**src/rtl/serial_bit_feeder.sv**
```systemverilog
// Parallel-in, serial-out feeder for the 1011 sequence detector: one word bit per clock on x.
// Next word can be accepted during the final bit, so consecutive words stream with no idle gap.
module serial_bit_feeder #(
  parameter int WIDTH     = 8,
  parameter bit MSB_FIRST = 1'b1,
  parameter bit IDLE_BIT  = 1'b0
) (
  input  logic             clk,
  input  logic             reset,
  input  logic [WIDTH-1:0] din,
  input  logic             load_valid,
  output logic             load_ready,
  output logic             x,
  output logic             x_valid,
  output logic             last,
  output logic             busy
);

  localparam int CW = $clog2(WIDTH);
  localparam logic [CW-1:0] CNT_LAST = CW'(WIDTH - 1);

  typedef enum logic {
    IDLE,
    SHIFT
  } state_t;

  state_t           state_q, state_d;
  logic [WIDTH-1:0] sreg_q, sreg_d;
  logic [CW-1:0]    cnt_q, cnt_d;
  logic             at_last;
  logic             accept;

  always_ff @(posedge clk or negedge reset) begin
    if (!reset) begin
      state_q <= IDLE;
      sreg_q  <= '0;
      cnt_q   <= '0;
    end else begin
      state_q <= state_d;
      sreg_q  <= sreg_d;
      cnt_q   <= cnt_d;
    end
  end

  always_comb begin
    state_d    = state_q;
    sreg_d     = sreg_q;
    cnt_d      = cnt_q;
    at_last    = (state_q == SHIFT) && (cnt_q == CNT_LAST);
    load_ready = (state_q == IDLE) || at_last;
    accept     = load_valid && load_ready;

    // din is only looked at on an accept, so X on din elsewhere never reaches sreg.
    if (accept) begin
      sreg_d  = din;
      cnt_d   = '0;
      state_d = SHIFT;
    end else if (state_q == SHIFT) begin
      sreg_d = MSB_FIRST ? {sreg_q[WIDTH-2:0], 1'b0} : {1'b0, sreg_q[WIDTH-1:1]};
      if (at_last) begin
        cnt_d   = '0;
        state_d = IDLE;
      end else begin
        cnt_d = cnt_q + CW'(1);
      end
    end
  end

  // Serial outputs are a pure function of the registers.
  always_comb begin
    busy    = (state_q == SHIFT);
    x_valid = busy;
    last    = busy && (cnt_q == CNT_LAST);
    if (busy) begin
      x = MSB_FIRST ? sreg_q[WIDTH-1] : sreg_q[0];
    end else begin
      x = IDLE_BIT;
    end
  end

endmodule

```
**config.mk**
```make
export PLATFORM = sky130hd
export DESIGN_NAME = serial_bit_feeder
export DESIGN_NICKNAME = d
export VERILOG_FILES = /design/src/rtl/serial_bit_feeder.sv
export SDC_FILE = /design/constraint.sdc
export NUM_CORES = 1
export LEC_CHECK = 0
export BUFFER_PORTS_ARGS = -buffer_cell sky130_fd_sc_hd__buf_2
export CAP_MARGIN = 40
export CORE_MARGIN = 1.5
export CORE_UTILIZATION = 50
export DETAILED_ROUTE_END_ITERATION = 7
export HOLD_SLACK_MARGIN = 0.12
export PLACE_DENSITY = 0.75
export REMOVE_ABC_BUFFERS = 1
export SLEW_MARGIN = 40
export SYNTH_ARGS = -nofsm -noshare
export SYNTH_HDL_FRONTEND = slang
export SYNTH_SLANG_ARGS = --single-unit
export TNS_END_PERCENT = 50
```
**constraint.sdc**
```tcl
create_clock -name clk -period 2.7 [get_ports clk]
set_clock_uncertainty 0.2 [all_clocks]
set_input_delay 0.405 -clock clk [delete_from_list [all_inputs] [get_ports clk]]
set_output_delay 0.405 -clock clk [all_outputs]
set_load 0.05 [all_outputs]
```
* Word-level counts from Yosys, hierarchy flattened *
Index checks and enable logic that the tools add are counted.
W data, S select, Z words.

operators by class
  $add $sub $neg = 1
  multipliers = 0
  div/mod/pow operators = 0
  magnitude comparators = 0
  equality and inequality tests = 1
  shift operators = 0
  mux-type cells = 9
  bitwise logic cells = 1
  reductions and logical operators = 4

operator list
  cell                   count
  $mux W8                2
  $mux W3                3
  $mux W1                4
  $add A3 B1 Y3 const B  1
  $eq A3 B3 Y1 const B   1
  $logic_and A1 B1 Y1    2
  $reduce_bool A2 Y1     1
  $logic_or A1 B1 Y1     1
  $not A1 Y1             1

storage, ports and cells
  bits in registers = 12
  bits in latches = 0
  bits in writable memories = 0
  memory bits (read-only) = 0
  bits of input ports = 11
  output and inout bits = 5
  memories kept = 0

* Logic depth before layout (Yosys ltp) *
Gate-level depths: netlist (run 1).

  depth after elaboration = 5
  gate-level depth with buffers = 6

* Least setup slack after synthesis (run 1) *
OpenSTA, ideal clock, no wires.

  kind = register to output
  start = register state_q, in the netlist busy
  end = output port last
  data arrival time = 1373 ps
  data required time = 2095 ps
  slack = 722 ps
  cell stages (with the launch flop) = 3
  buffers on the path = 1
  cells stage by stage = dfrtp_1 buf_2 and2_1

between the ends
  word-level cells in the longest chain between the ends = 1

ends and longest elaborated chain
  what                      RTL line  source
  start: declaration        27        state_t state_q, state_d;
  start signal: assignment  39        state_q <= state_d;
  $logic_and A1 B1 Y1       73        last = busy && (cnt_q == CNT_LAST);
  end: declaration          15        output logic last,

Every way passes these cells.

* Final worst setup path (run 1) *
  start = register cnt_q[0]
  end = output port load_ready

between the ends
  word-level cells in the longest chain between the ends = 3

ends and longest elaborated chain
  what                      RTL line  source
  start: declaration        29        logic [CW-1:0] cnt_q, cnt_d;
  start signal: assignment  41        cnt_q <= cnt_d;
  $eq A3 B3 Y1              49        at_last = (state_q == SHIFT) && (cnt_q == CNT_LAST);
  $logic_and A1 B1 Y1       49
  $logic_or A1 B1 Y1        50        load_ready = (state_q == IDLE) || at_last;
  end: declaration          12        output logic load_ready,

Every way passes these cells.

==> impl_metrics.toml, run 1 <==
[floorplanning]
start_util = 0.5641
rows = 12
core_area_mm2 = 0.001171
io_pins = 16
die_area_mm2 = 0.001548
die_w_um = 39.35
die_height_um = 39.35

[cts]
cts.sinks = 12
cts_tree = "yes"
clk_latency_ps = 270
clk_pin_slew_ps = 80
clk_path_buf_depth = 2
postCtsSetupBuffers = 0
cts_resized = 0
cts_inserted_buffers = 3
cts-root-buf = "clkbuf_4"
cts_htree_levels = 1

[synthesis]
syn_inst = 63
synth.most_common_cell = "dfrtp_1"
syn_area_um2 = 660.6
netlist_top_cells_area = "dfrtp_1 (45%), mux2i_1 (12%), o21ai_1 (6.8%)"
ys_ff_latch = 12
synthTopCellsByCount = "dfrtp_1 (12), o21ai_1 (9), mux2i_1 (8), a31oi_1 (7), and3_1 (7)"
synth_edf_count = 0
ys_types = 17
synth_seq_area_share = 0.4545
yosysWarnings = 0
async_flop_share = 1.000
synth_top_area_share = 0.4545
syn_avg_cell_area_um2 = 10.49
synth-main-ff-cell = "dfrtp_1"
synth_top_cell_by_area = "dfrtp_1"

[min_path]
hold_end = "sreg_q[0]$_DFFE_PN0P_"
hp-start = "din[0]"
hold_class = "in2reg"
hold_depth = 3

[sta]
hold_slack_ps = 195.1
hold_violations = 0
max_freq_mhz = 439.3
setup_viol = 0
drv_slew = 0
rsz0062_at_grt = "false"
slew_headroom = 0.5649
tns_ps = 0
finalCriticalPeriod_ps = 2277
timing.final.crit_share = 0.8432
worstMarginPinSlew_ps = 652.6

[route]
drtPass1Iterations = 4
avgViaCountPerCell = 5.813
first_iter_violations = 6
drc = 0
wl_per_cell_um = 13.25
via_count = 529
wirelength_mm = 1.206
postRouteAntennaNets = 0

[cells_and_area]
multiInputGateArea_um2 = 312.8
nNetsFinal = 91
seqCellArea_um2 = 300.3
nFillCells = 103
drive_above_1_share = 0.2597
antenna-diode-count = 0
synthToLayoutAreaGrowth_pct = 13.83

[grt]
track_usage = 0.1954
grt_pass1_vias = 441
grt_start_max_net_pins = 25
grt_pass1_wl_mm = 1.890
antenna_found_initial = 0
overflow = 0

[critical_path]
cp-start-kind = "flop"
reg2regPathDepth = 5
r2r_end = "sreg_q[4]$_DFFE_PN0P_"
max_stage_delay_ps = 400
path_max_fanout = 12
r2r_start = "cnt_q[0]$_DFFE_PN0P_"
worstSetupPathType = "reg2out"
cp_common_cell = "ha_1"
endpoint_kind = "output port"
regToRegSetupSlack_ps = 1020
crit_arrival_ps = 1670
critical_path_required_ps = 2100
crit_path_top_delay_cell = "dfrtp_1"
cp_cell_sequence = "ha_1 > ha_1 > nand2b_1 > buf_2"

[power]
p_per_area_mw_per_mm2 = 1001
p_leak_nw = 0.3942
ir_drop_v = 0.0005863

[status]
status = "completed"

[placement]
place_congestion = 0.6917
dp.final_hpwl_um = 793
portBuffers = 15

[run]
cap_viol_max_count = 0
[metrics by stage]
stage                     worst slack, ps  cell area (µm²)  utilization  power (mW)  instances
final                               423.5            752.0       0.6421      0.7525         91
after global routing                332.8            752.0       0.6421      0.8083         91
after CTS                           413.2            752.0       0.6421      0.7599         91
after detailed placement            721.2            705.7       0.6026      0.6121         86
after global placement              732.8            705.7       0.6026      0.6036         86
after floorplan                     250.6            613.1            -      0.5338         57
[cell families after synthesis]
| family | synth area share |
|---|---|
| buffers and inverters | 0.07196 |
| muxes | 0.1212 |
| AOI/OAI and AO/OA | 0.1591 |
| adders and majority gates | 0.03787 |
| and+or+nand+nor | 0.1553 |
| DFF | 0.4545 |
[repair_timing]
item	CTS	global route
setup endpoints to repair	0	0
hold buffers	1	0
hold endpoints to repair	12	0
[report_power, final]
| group | switching, mW | internal, mW | total [mW] |
|---|---|---|---|
| registers | 0.0571 | 0.248 | 0.305 |
| clock network | 0.0634 | 0.0820 | 0.145 |
| logic | 0.188 | 0.115 | 0.302 |
| total | 0.308 | 0.444 | 0.752 |
[how the worst max path moves through the flow]
stage | endpoint | from | cells past startpoint
2_1_floorplan | cnt_q[0]$_DFFE_PN0P_ | busy$_DFF_PN0_ | 2
3_3_place_gp | load_ready | cnt_q[0]$_DFFE_PN0P_ | 4
3_5_place_dp | load_ready | cnt_q[0]$_DFFE_PN0P_ | 4
4_1_cts | load_ready | cnt_q[0]$_DFFE_PN0P_ | 4
5_1_grt | load_ready | cnt_q[0]$_DFFE_PN0P_ | 4
6_report | load_ready | cnt_q[0]$_DFFE_PN0P_ | 4
[placed cells by master (no fill, tap or decap), drive strengths merged]
master	count
a31oi	7
a32o	1
and2	2
and3	7
buf	15
clkbuf	4
dfrtp	12
dlygate4sd3	1
ha	2
mux2i	8
nand2	3
nand2b	3
nand3	1
nor2	1
o21ai	9
o22ai	1
[worst max-delay path: cells and delay by family, from the launching register on]
| family | cells | cell delay [ps] |
|---|---|---|
| DFF | 1 | 400 |
| buffers and inverters | 1 | 250 |
| adders and majority gates | 2 | 510 |
| and+or+nand+nor | 1 | 230 |
[state kept, by name, indices dropped and copies added (netlist names)]
name	cells
busy	1
cnt_q	3
sreg_q	8
[cell type report]
class,instances,share of cell area
clock buffer,4,0.04825
tap,14,0.02329
timing repair buffer,16,0.1131
sequential,12,0.3993
multi-input combinational,45,0.4160
[routing by layer]
metal,GRT usage,part of all wire
met1,0.2383,0.47
met4,0.1552,0.032
met5,0,0
met2,0.2875,0.45
met3,0.05114,0.051
(Power assumes the default switching activity.)
==> run 2, diff against run 1 <==
Settings changed: CORE_UTILIZATION 50 to 45, PLACE_DENSITY 0.75 to 0.72.
Clock period 2.7 ns to 2 ns, I/O delays scaled along.
==> run 2 against run 1 <==
Combinational power up 66%. Clock power increased by 37%. Utilization shrank 1.9 points. Wire length rose by 16%. Sequential share of layout area down 3.8 points. Critical endpoint unchanged.
==> impl_metrics.toml, run 2 (synthesis results as in run 1) <==
[power]
ir_drop_v = 0.0008524
power_mw = 1.112
p_per_area_mw_per_mm2 = 1338
p_leak_nw = 0.4191

[sta]
max_freq_mhz = 518.7
finalCriticalPeriod_ps = 1928
slew_headroom = 0.6946
worstMarginPinSlew_ps = 458.1
timing.final.crit_share = 0.9640
drv_slew = 0
hold_violations = 0
timing.final.ws_setup_ps = 72.06
setup_viol = 0
rsz0062_at_grt = "false"
tns_ps = 0

[route]
wirelength_mm = 1.399
drtPass1Iterations = 5
via_count = 588
first_iter_violations = 11
postRouteAntennaNets = 0
drc = 0
avgViaCountPerCell = 6.062
wl_per_cell_um = 14.42

[cts]
cts_htree_levels = 1
clk_pin_slew_ps = 80
cts.sinks = 12
cts-root-buf = "clkbuf_4"
clk_path_buf_depth = 2
cts_tree = "yes"
cts_inserted_buffers = 3
clk_latency_ps = 280

[min_path]
hold_end = "sreg_q[5]$_DFFE_PN0P_"
hold_class = "in2reg"
hp-start = "din[5]"
hold_depth = 3

[placement]
placed_area_um2 = 721.9
place_congestion = 0.7126
dp.final_hpwl_um = 945.5
pre_cts_slack_ps = 219.5
portBuffers = 15

[floorplanning]
die_area_mm2 = 0.001707
start_util = 0.4953
core_area_mm2 = 0.001334
io_pins = 16
rows = 13
die_w_um = 41.32
die_height_um = 41.32

[critical_path]
regToRegSetupSlack_ps = 310
critPathTopFamily = "adder cells"
cp_cell_sequence = "ha_1 > ha_4 > nand2b_4 > buf_6"
reg2regPathDepth = 6
path_max_fanout = 7
endpoint_kind = "output port"
max_stage_delay_ps = 410
critical_path_required_ps = 1500
r2r_start = "cnt_q[0]$_DFFE_PN0P_"
r2r_end = "sreg_q[2]$_DFFE_PN0P_"
worstSetupPathType = "reg2out"
crit_path_top_delay_cell = "dfrtp_1"
cp-start-kind = "flop"
crit_buf_inv = 1
crit_arrival_ps = 1430

[cells_and_area]
synthToLayoutAreaGrowth_pct = 25.76
nNetsFinal = 96
layout_common_cells = "buf_2 (13), dfrtp_1 (12), o21ai_1 (9), mux2i_1 (8)"
layout_commonest_cell = "buf_2"
nFillCells = 114
antenna-diode-count = 0
fin_area_um2 = 830.8
largest_reg_flops = 8
fin_util = 0.6229
drive_above_1_share = 0.2927
largest-register = "sreg_q"

[grt]
grt_pass1_vias = 500
grt_start_max_net_pins = 21
grt_pass1_wl_mm = 2.083
antenna_found_initial = 0
overflow = 0
track_usage = 0.2063

[status]
status = "completed"

[run]
cap_viol_max_count = 0
==> run 2: cell count changes in the layout (fill, tap and decap cells not counted) <==
cell           delta
buf_2             -2
buf_4             +2
nand2b_1          -1
ha_4              +1
buf_6             +2
nand2b_4          +1
dlygate4sd3_1     +3
ha_1              -1
==> run 2: area by class of cell <==
type	instances	area, µm²	area share
Timing Repair Buffer	21	142.6	0.1717
Clock buffer	4	36.28	0.04367
Multi-Input combinational cell	45	332.8	0.4006
Sequential cell	12	300.3	0.3614
Tap cell	15	18.77	0.02259
==> run 2: worst min-delay path: stages <==
cell and delay, ps:
buf_2 90, mux2i_1 60, o21ai_1 120
==> run 2: routing by layer <==
metal / routed length (µm) / vias to the layer above / track usage
li1: - / 272 / -
met2: 733 / 26 / 0.3320
met5: 0 / - / 0
met1: 584 / 288 / 0.2203
met3: 57 / 2 / 0.04787
met4: 23 / 0 / 0.1935
==> run 2: through the flow <==
step	cells	hold WS (ps)
after CTS	97	125.3
after detailed placement	89	-8.885
after floorplan	57	-195.6
after global routing	97	140.5
final	97	123.5
after global placement	89	-9.532
==> run 2: timing repair <==
item	in CTS	in global routing
hold buffers	4	0
gates resized for setup	4	4
setup endpoints to repair	2	1
buffers inserted	0	0
hold endpoints to repair	15	0
pin swaps	0	0
==> run 2: where the power goes <==
| part | total [mW] | switching (mW) | leakage [nW] | internal [mW] |
|---|---|---|---|---|
| clock network | 0.198 | 0.0874 | 0.0210 | 0.111 |
| logic | 0.501 | 0.288 | 0.246 | 0.213 |
| registers | 0.412 | 0.0775 | 0.152 | 0.335 |
| total | 1.11 | 0.453 | 0.419 | 0.659 |
==> run 2: worst max-delay path by stage <==
stage | from | depth (start not counted) | endpoint
2_1_floorplan | busy$_DFF_PN0_ | 2 | cnt_q[0]$_DFFE_PN0P_
3_3_place_gp | cnt_q[0]$_DFFE_PN0P_ | 4 | load_ready
3_5_place_dp | cnt_q[0]$_DFFE_PN0P_ | 4 | load_ready
4_1_cts | cnt_q[0]$_DFFE_PN0P_ | 4 | last
5_1_grt | cnt_q[0]$_DFFE_PN0P_ | 4 | last
6_report | cnt_q[0]$_DFFE_PN0P_ | 4 | load_ready
==> run 3, diff against run 2 <==
Settings changed: CORE_UTILIZATION 45 to 50, PLACE_DENSITY 0.72 to 0.75, RECOVER_POWER set to 100.
Clock period 2 ns to 1.9 ns, I/O delays scaled along.
==> run 3 against run 2 <==
Wire length unchanged. Final area up 5.7%. Count of clock-buffer cells in the layout unchanged. Register-to-register slack worse by 160 ps. Clock power up 3%. Largest cell class unchanged. Worst hold slack better by 150 ps.
==> impl_metrics.toml, run 3 (synthesis results as in run 1) <==
[route]
first_iter_violations = 5
drtPass1Iterations = 4
drc = 0
wirelength_mm = 1.399
via_count = 563
postRouteAntennaNets = 0
wl_per_cell_um = 13.58
avgViaCountPerCell = 5.466

[status]
status = "completed"

[floorplanning]
die_height_um = 39.35
start_util = 0.5641
io_pins = 16
rows = 12
core_area_mm2 = 0.001171
die_area_mm2 = 0.001548
die_w_um = 39.35

[sta]
rsz0062_at_grt = "false"
hold_violations = 0
setup_viol = 0
slew_headroom = 0.5757
drv_slew = 0
hold_slack_ps = 275.3
timing.final.ws_setup_ps = 57.43
finalCriticalPeriod_ps = 1843
tns_ps = 0
max_freq_mhz = 542.7
timing.final.crit_share = 0.9698
worstMarginPinSlew_ps = 636.4

[cts]
clk_path_buf_depth = 2
clk_pin_slew_ps = 70
cts_inserted_buffers = 3
cts.sinks = 12
clk_latency_ps = 280
cts_tree = "yes"
cts_htree_levels = 1
cts-root-buf = "clkbuf_4"

[cells_and_area]
fin_util = 0.7500
synthToLayoutAreaGrowth_pct = 32.95
largest-register = "sreg_q"
antenna-diode-count = 0
layout_commonest_cell = "dfrtp_1"
stdcell_count = 103
drive_above_1_share = 0.2809
nFillCells = 93
largest_reg_flops = 8
layout_common_cells = "dfrtp_1 (12), dlygate4sd3_1 (9), buf_2 (9), o21ai_0 (8), mux2i_1 (8)"
fin_area_um2 = 878.3
nNetsFinal = 103

[placement]
dp.final_hpwl_um = 875.8
placed_area_um2 = 728.2
portBuffers = 15
pre_cts_slack_ps = 223.4
place_congestion = 0.7031
place_inst = 89

[min_path]
hold_class = "in2reg"

[power]
ir_drop_v = 0.0007433
power_mw = 1.156
p_leak_nw = 0.4381
p_per_area_mw_per_mm2 = 1317

[run]
cap_viol_max_count = 0

[critical_path]
crit_arrival_ps = 1360
path_max_fanout = 3
endpoint_kind = "output port"
worstSetupPathType = "reg2out"
cp-start-kind = "flop"
critical_path_required_ps = 1410

[grt]
overflow = 0
grt_start_max_net_pins = 21
grt_pass1_vias = 507
track_usage = 0.2228
antenna_found_initial = 0
grt_pass1_wl_mm = 2.145
-- run 3: final timing paths --
path	endpoint	startpoint	cells past startpoint	slack, ps
max	last	cnt_q[0]$_DFFE_PN0P_	4	60
min	busy$_DFF_PN0_	load_valid	2	280
max reg2reg	sreg_q[5]$_DFFE_PN0P_	cnt_q[0]$_DFFE_PN0P_	6	150
min reg2reg	cnt_q[1]$_DFFE_PN0P_	cnt_q[1]$_DFFE_PN0P_	1	320
max in group asynchronous	sreg_q[7]$_DFFE_PN0P_	reset	2	760
min in group asynchronous	sreg_q[1]$_DFFE_PN0P_	reset	2	330
-- run 3: metal layers --
layer / vias to the layer above / routed length [µm] / track usage
li1: 284 / - / -
met1: 262 / 629 / 0.2336
met2: 13 / 682 / 0.3875
met3: 4 / 58 / 0.06818
met4: 0 / 28 / 0.1293
met5: - / 0 / 0
-- run 3: worst max-delay path, stage by stage, from the launching register on --
cell,delay (ps)
dfrtp_1,390
ha_2,190
ha_2,180
and2_1,180
buf_6,150
-- run 3: timing repair --
action | in CTS | in global routing
setup endpoints to repair | 2 | 1
hold endpoints to repair | 20 | 0
gates resized for setup | 6 | 1
hold buffers | 9 | 0
buffers inserted | 1 | 0
pin swaps | 0 | 0
-- run 3: power breakdown --
group          internal, mW  leakage, nW  switching (mW)
Combinational         0.230        0.265           0.310
Sequential            0.353        0.152          0.0599
Clock                 0.117       0.0210          0.0870
Total                 0.699        0.438           0.457
-- run 3: layout make-up --
class                   instances  area (µm²)  area share
clock buffers                   4       36.28     0.04131
multi-input cells              45       317.8      0.3618
flip-flops and latches         12       300.3      0.3419
well taps                      14       17.52     0.01994
repair buffers                 28       206.4      0.2350
